## src/rtl/btn_debounce_pulse_if.sv

```systemverilog
// Button-side signal bundle for btn_debounce_pulse: raw button in, conditioned strobe/level/busy out.
interface btn_debounce_pulse_if;
    logic btn;
    logic pulse;
    logic level;
    logic busy;

    modport master (output btn, input pulse, input level, input busy);
    modport slave  (input btn, output pulse, output level, output busy);
endinterface

```

## src/rtl/btn_debounce_pulse.sv

```systemverilog
// Push-button conditioner: 2-flop synchroniser, stability-counting debounce FSM,
// and a single-cycle pulse per accepted press for the downstream counter enable.
module btn_debounce_pulse #(
    parameter int unsigned STABLE_CYCLES = 4,
    parameter int unsigned CNT_W         = 8
) (
    input  logic                 clk,
    input  logic                 rst,
    btn_debounce_pulse_if.slave  bus
);

    localparam logic [CNT_W-1:0] LAST_CNT = CNT_W'(STABLE_CYCLES - 1);

    typedef enum logic [1:0] {
        IDLE      = 2'd0,
        ARM_PRESS = 2'd1,
        HELD      = 2'd2,
        ARM_REL   = 2'd3
    } state_t;

    state_t           state_q, state_d;
    logic [CNT_W-1:0] cnt_q, cnt_d;
    logic             s1_q, s2_q;
    logic             pulse_q, pulse_d;
    logic             level_q, level_d;
    logic             busy_q, busy_d;

    // s1 may go metastable; only s2 feeds the FSM.
    always_ff @(posedge clk) begin
        if (rst) begin
            s1_q <= 1'b0;
            s2_q <= 1'b0;
        end else begin
            s1_q <= bus.btn;
            s2_q <= s1_q;
        end
    end

    always_ff @(posedge clk) begin
        if (rst) begin
            state_q <= IDLE;
            cnt_q   <= '0;
            pulse_q <= 1'b0;
            level_q <= 1'b0;
            busy_q  <= 1'b0;
        end else begin
            state_q <= state_d;
            cnt_q   <= cnt_d;
            pulse_q <= pulse_d;
            level_q <= level_d;
            busy_q  <= busy_d;
        end
    end

    always_comb begin
        state_d = state_q;
        cnt_d   = cnt_q;
        pulse_d = 1'b0;
        level_d = level_q;

        unique case (state_q)
            IDLE: begin
                if (s2_q) begin
                    state_d = ARM_PRESS;
                    cnt_d   = '0;
                end
            end
            ARM_PRESS: begin
                if (!s2_q) begin
                    state_d = IDLE;
                end else if (cnt_q == LAST_CNT) begin
                    state_d = HELD;
                    pulse_d = 1'b1;
                    level_d = 1'b1;
                end else begin
                    cnt_d = cnt_q + CNT_W'(1);
                end
            end
            HELD: begin
                if (!s2_q) begin
                    state_d = ARM_REL;
                    cnt_d   = '0;
                end
            end
            ARM_REL: begin
                if (s2_q) begin
                    state_d = HELD;
                end else if (cnt_q == LAST_CNT) begin
                    state_d = IDLE;
                    level_d = 1'b0;
                end else begin
                    cnt_d = cnt_q + CNT_W'(1);
                end
            end
            default: state_d = IDLE;
        endcase

        // busy tracks the state being entered so it lines up with state_q.
        busy_d = (state_d == ARM_PRESS) || (state_d == ARM_REL);
    end

    assign bus.pulse = pulse_q;
    assign bus.level = level_q;
    assign bus.busy  = busy_q;

endmodule

```

## src/flat_wrapper.sv

```systemverilog
// flat-port wrapper written by rule: the top's interface ports become plain ports
module btn_debounce_pulse_flat 
#(
    parameter int unsigned STABLE_CYCLES = 4,
    parameter int unsigned CNT_W         = 8
)
  (clk, rst, bus_btn, bus_pulse, bus_level, bus_busy);
  btn_debounce_pulse_if bus_i ();
  input  logic clk;
  input  logic rst;
  input wire logic [$bits(bus_i.btn)-1:0] bus_btn;
  output wire logic [$bits(bus_i.pulse)-1:0] bus_pulse;
  output wire logic [$bits(bus_i.level)-1:0] bus_level;
  output wire logic [$bits(bus_i.busy)-1:0] bus_busy;
  assign bus_i.btn = bus_btn;
  assign bus_pulse = bus_i.pulse;
  assign bus_level = bus_i.level;
  assign bus_busy = bus_i.busy;
  btn_debounce_pulse #(.STABLE_CYCLES(STABLE_CYCLES), .CNT_W(CNT_W)) u_core (.clk(clk), .rst(rst), .bus(bus_i));
endmodule
```

## config.mk

```make
export PLATFORM = sky130hd
export DESIGN_NAME = btn_debounce_pulse_flat
export DESIGN_NICKNAME = d
export VERILOG_FILES = /design/src/rtl/btn_debounce_pulse_if.sv /design/src/rtl/btn_debounce_pulse.sv /design/src/flat_wrapper.sv
export SDC_FILE = /design/constraint.sdc
export NUM_CORES = 1
export LEC_CHECK = 0
export BUFFER_PORTS_ARGS = -buffer_cell sky130_fd_sc_hd__buf_2
export CORE_AREA = 2 2 39 41
export CTS_BUF_LIST = sky130_fd_sc_hd__clkbuf_4 sky130_fd_sc_hd__clkbuf_8
export DETAILED_ROUTE_END_ITERATION = 6
export DIE_AREA = 0 0 41 43
export PLACE_DENSITY = 0.7
export REMOVE_ABC_BUFFERS = 1
export SLEW_MARGIN = 10
export SYNTH_ARGS = -nofsm -noshare
export SYNTH_HDL_FRONTEND = slang
export SYNTH_SLANG_ARGS = --single-unit
```

## constraint.sdc

```tcl
create_clock -name clk -period 2.9 [get_ports clk]
set_clock_uncertainty 0.1 [all_clocks]
set_input_delay 0.58 -clock clk [delete_from_list [all_inputs] [get_ports clk]]
set_output_delay 0.58 -clock clk [all_outputs]
set_load 0.05 [all_outputs]
```

==> results_dict.tcl <==
set metrics [dict create \
    muxShareOfSynthArea 0.0293 \
    worst_hold_startpoint "u_core.s1_q$_SDFF_PP0_" \
    holdWs_ns 0.372 \
    cts_made_buffers 3 \
    power.leakage_nw 0.256 \
    dr.first_iter.drc_count 6 \
    fin_ws_ns 1.20 \
    synth_cell_type_count 27 \
    synth-seq-area-share 0.439 \
    place.gp.congestion 0.755 \
    core.rowCount 14 \
    drive_above_1_share 0.173 \
    maxSlewHeadroom 0.394 \
    arrival_ns 1.83 \
    powerDensity_nw_per_um2 489 \
    cts.clk_slew.worst_paths_ns 0.10 \
    drt_wl_total_um 1260 \
    worst-slew-pin-transition_ns 0.902 \
    dp_cells 93 \
    final_common_cell "dfxtp_1" \
    final_cells 97 \
    setup_viol 0 \
    seq_area_um2 300 \
    cp_max_fo 14 \
    worstReg2RegStart "u_core.state_q[1]$_SDFF_PP0_" \
    grt_setup_unrepaired "false" \
    yosys_warnings 0 \
    p_total_mw 0.367 \
    cap_violations 0 \
    dp_hpwl_um 923 \
    syn_inst 74 \
    ir_drop_mv 0.225 \
    nets 86 \
    cts_resized 0 \
    start_util 0.495 \
    cp-start-kind "flop" \
    routed-via-count 574 \
    routedWlPerCell_um 13.0 \
    area_delta_synth_final_pct 9.69 \
    stdcell_area_um2 751 \
    synth-compound-area-share 0.185 \
    post-cts-setup-buffers 0 \
    dieArea_um2 1760 \
    endpoint_kind "flop" \
    route.detailed.drc 0 \
    timing.critical_path.from "u_core.state_q[1]$_SDFF_PP0_" \
    antenna_found_initial 0 \
    synth_top_family_by_area "simple AND/OR/NAND/NOR gates" \
    dieWidth_um 41 \
    grt_pass1_wl_um 2240 \
    critPathRequiredTime_ns 3.02 \
    io_buffers 5 \
    hold_buffers 0 \
    fp.coreArea_um2 1380 \
    synth-simple-area-share 0.293 \
    synth-adder-area-share 0.0183 \
    cts_sinks 15 \
    clock_path_buffers 2 \
    netlist_area_um2 684 \
    hold_depth 1 \
    outcome "completed" \
    fin_crit_sh 0.588 \
    ctsRootBufferMaster "clkbuf_4" \
    r2r_cells 3 \
    multi_input_area_um2 368 \
    setup_tns_ns 0 \
    die_h_um 43 \
    track_usage 0.190 \
    cts_tree "done" \
    grt_max_degree 15 \
    drtPass1Iterations 4 \
    grt_pass1_vias 510 \
    crit_type "reg -> reg" \
    most-common-layout-cells "15 x dfxtp_1, 7 x a21oi_1, 5 x nor2b_1, 5 x buf_2" \
    h-tree-depth 1 \
    n_fill_cell 133 \
    placed_area_um2 721 \
    grt_overflow 0 \
    hold_viol 0 \
    diodes 0 \
    hold_path_class "reg -> reg" \
    clk_latency_ns 0.29 \
    pre_cts_slack_ns 1.22 \
    rrSetupSlack_ns 1.20 \
    fmax_mhz 587 \
    final_util 0.542 \
    hold_end "u_core.s2_q$_SDFF_PP0_" \
    post-route-min-period_ns 1.70 \
    synth_seq_cells 15 \
    synth_xor_area_frac 0.0128 \
    via_per_inst 5.92 \
    pin_count 6 \
    slew_viol_final 0 \
    detail-route-antenna-nets 0 \
    syn_area_per_cell_um2 9.25 \
    reg2reg_to "u_core.cnt_q[6]$_SDFFE_PP0P_" \
]
## cell type report
class,instances,area share
Clock buffer,4,0.0400
Inverter,2,0.0100
Multi-Input combinational cell,55,0.490
Sequential cell,15,0.400
Tap cell,16,0.0267
Timing Repair Buffer,5,0.0333
## flip-flops by register name, indices dropped and copies added, names as in the netlist
register / flops
u_core.s1_q: 1
u_core.cnt_q: 8
u_core.s2_q: 1
u_core.bus.pulse: 1
u_core.bus.busy: 1
u_core.bus.level: 1
u_core.state_q: 2
## logic make-up (layout without fill, tap and decap cells)
family,Yosys count,in the layout
flops,15,15
mux,2,2
xor+xnor,1,1
buf+inv,4,11
simple gates,31,31
compound gates,20,20
fa+ha+maj,1,1
## cell usage after synthesis
| cell | n | share of area |
|---|---|---|
| o21ai_0 | 4 | 0.029 |
| or3_1 | 2 | 0.018 |
| buf_2 | 1 | 0.0073 |
| o21bai_1 | 1 | 0.011 |
| mux2i_1 | 2 | 0.029 |
| a31o_2 | 3 | 0.038 |
| clkbuf_1 | 1 | 0.0055 |
| nor2_1 | 4 | 0.022 |
| xnor2_1 | 1 | 0.013 |
| dfxtp_1 | 15 | 0.44 |
| nand2_1 | 2 | 0.011 |
| o31ai_1 | 3 | 0.033 |
| a21oi_1 | 7 | 0.051 |
| or4_1 | 3 | 0.033 |
| nand4_1 | 3 | 0.027 |
| or3b_2 | 1 | 0.013 |
| nor3_1 | 1 | 0.0073 |
| nor2b_1 | 5 | 0.046 |
| a31oi_1 | 1 | 0.0091 |
| ha_1 | 1 | 0.018 |
| nand3_1 | 4 | 0.029 |
| nand2b_1 | 2 | 0.018 |
| nor3b_1 | 1 | 0.011 |
| nand3b_1 | 2 | 0.022 |
| nor4b_4 | 1 | 0.035 |
| inv_1 | 2 | 0.011 |
| a211o_1 | 1 | 0.013 |
## how the worst max path moves through the flow
stage                                         endpoint  cells past startpoint  slack, ns
after floorplan           u_core.cnt_q[0]$_SDFFE_PP0P_                      4       1.44
after global placement    u_core.cnt_q[0]$_SDFFE_PP0P_                      3       1.28
after detailed placement  u_core.cnt_q[1]$_SDFFE_PP0P_                      3       1.22
after CTS                 u_core.cnt_q[1]$_SDFFE_PP0P_                      3       1.19
after global routing      u_core.cnt_q[4]$_SDFFE_PP0P_                      3       1.00
final                     u_core.cnt_q[6]$_SDFFE_PP0P_                      3       1.20
## worst max-delay path, cell delays in order (launching register included)
cell and delay (ns):
dfxtp_1 0.34, xnor2_1 0.73, o21bai_1 0.29, a21oi_1 0.19
## per-layer routing
layer	vias up	share of wire	global-route usage
met5	-	0	0
met2	10	0.48	0.272
met1	271	0.47	0.254
met3	4	0.025	0.0314
met4	0	0.023	0.120
li1	289	-	-
## report_power, final
| group | internal (mW) | total [mW] | switching (mW) | leakage, nW |
|---|---|---|---|---|
| Sequential | 0.209 | 0.212 | 0.00240 | 0.122 |
| Combinational | 0.00848 | 0.0236 | 0.0151 | 0.116 |
| Clock | 0.0628 | 0.132 | 0.0692 | 0.0184 |
| Total | 0.281 | 0.367 | 0.0868 | 0.256 |
Power figures use the tool's default switching activity.
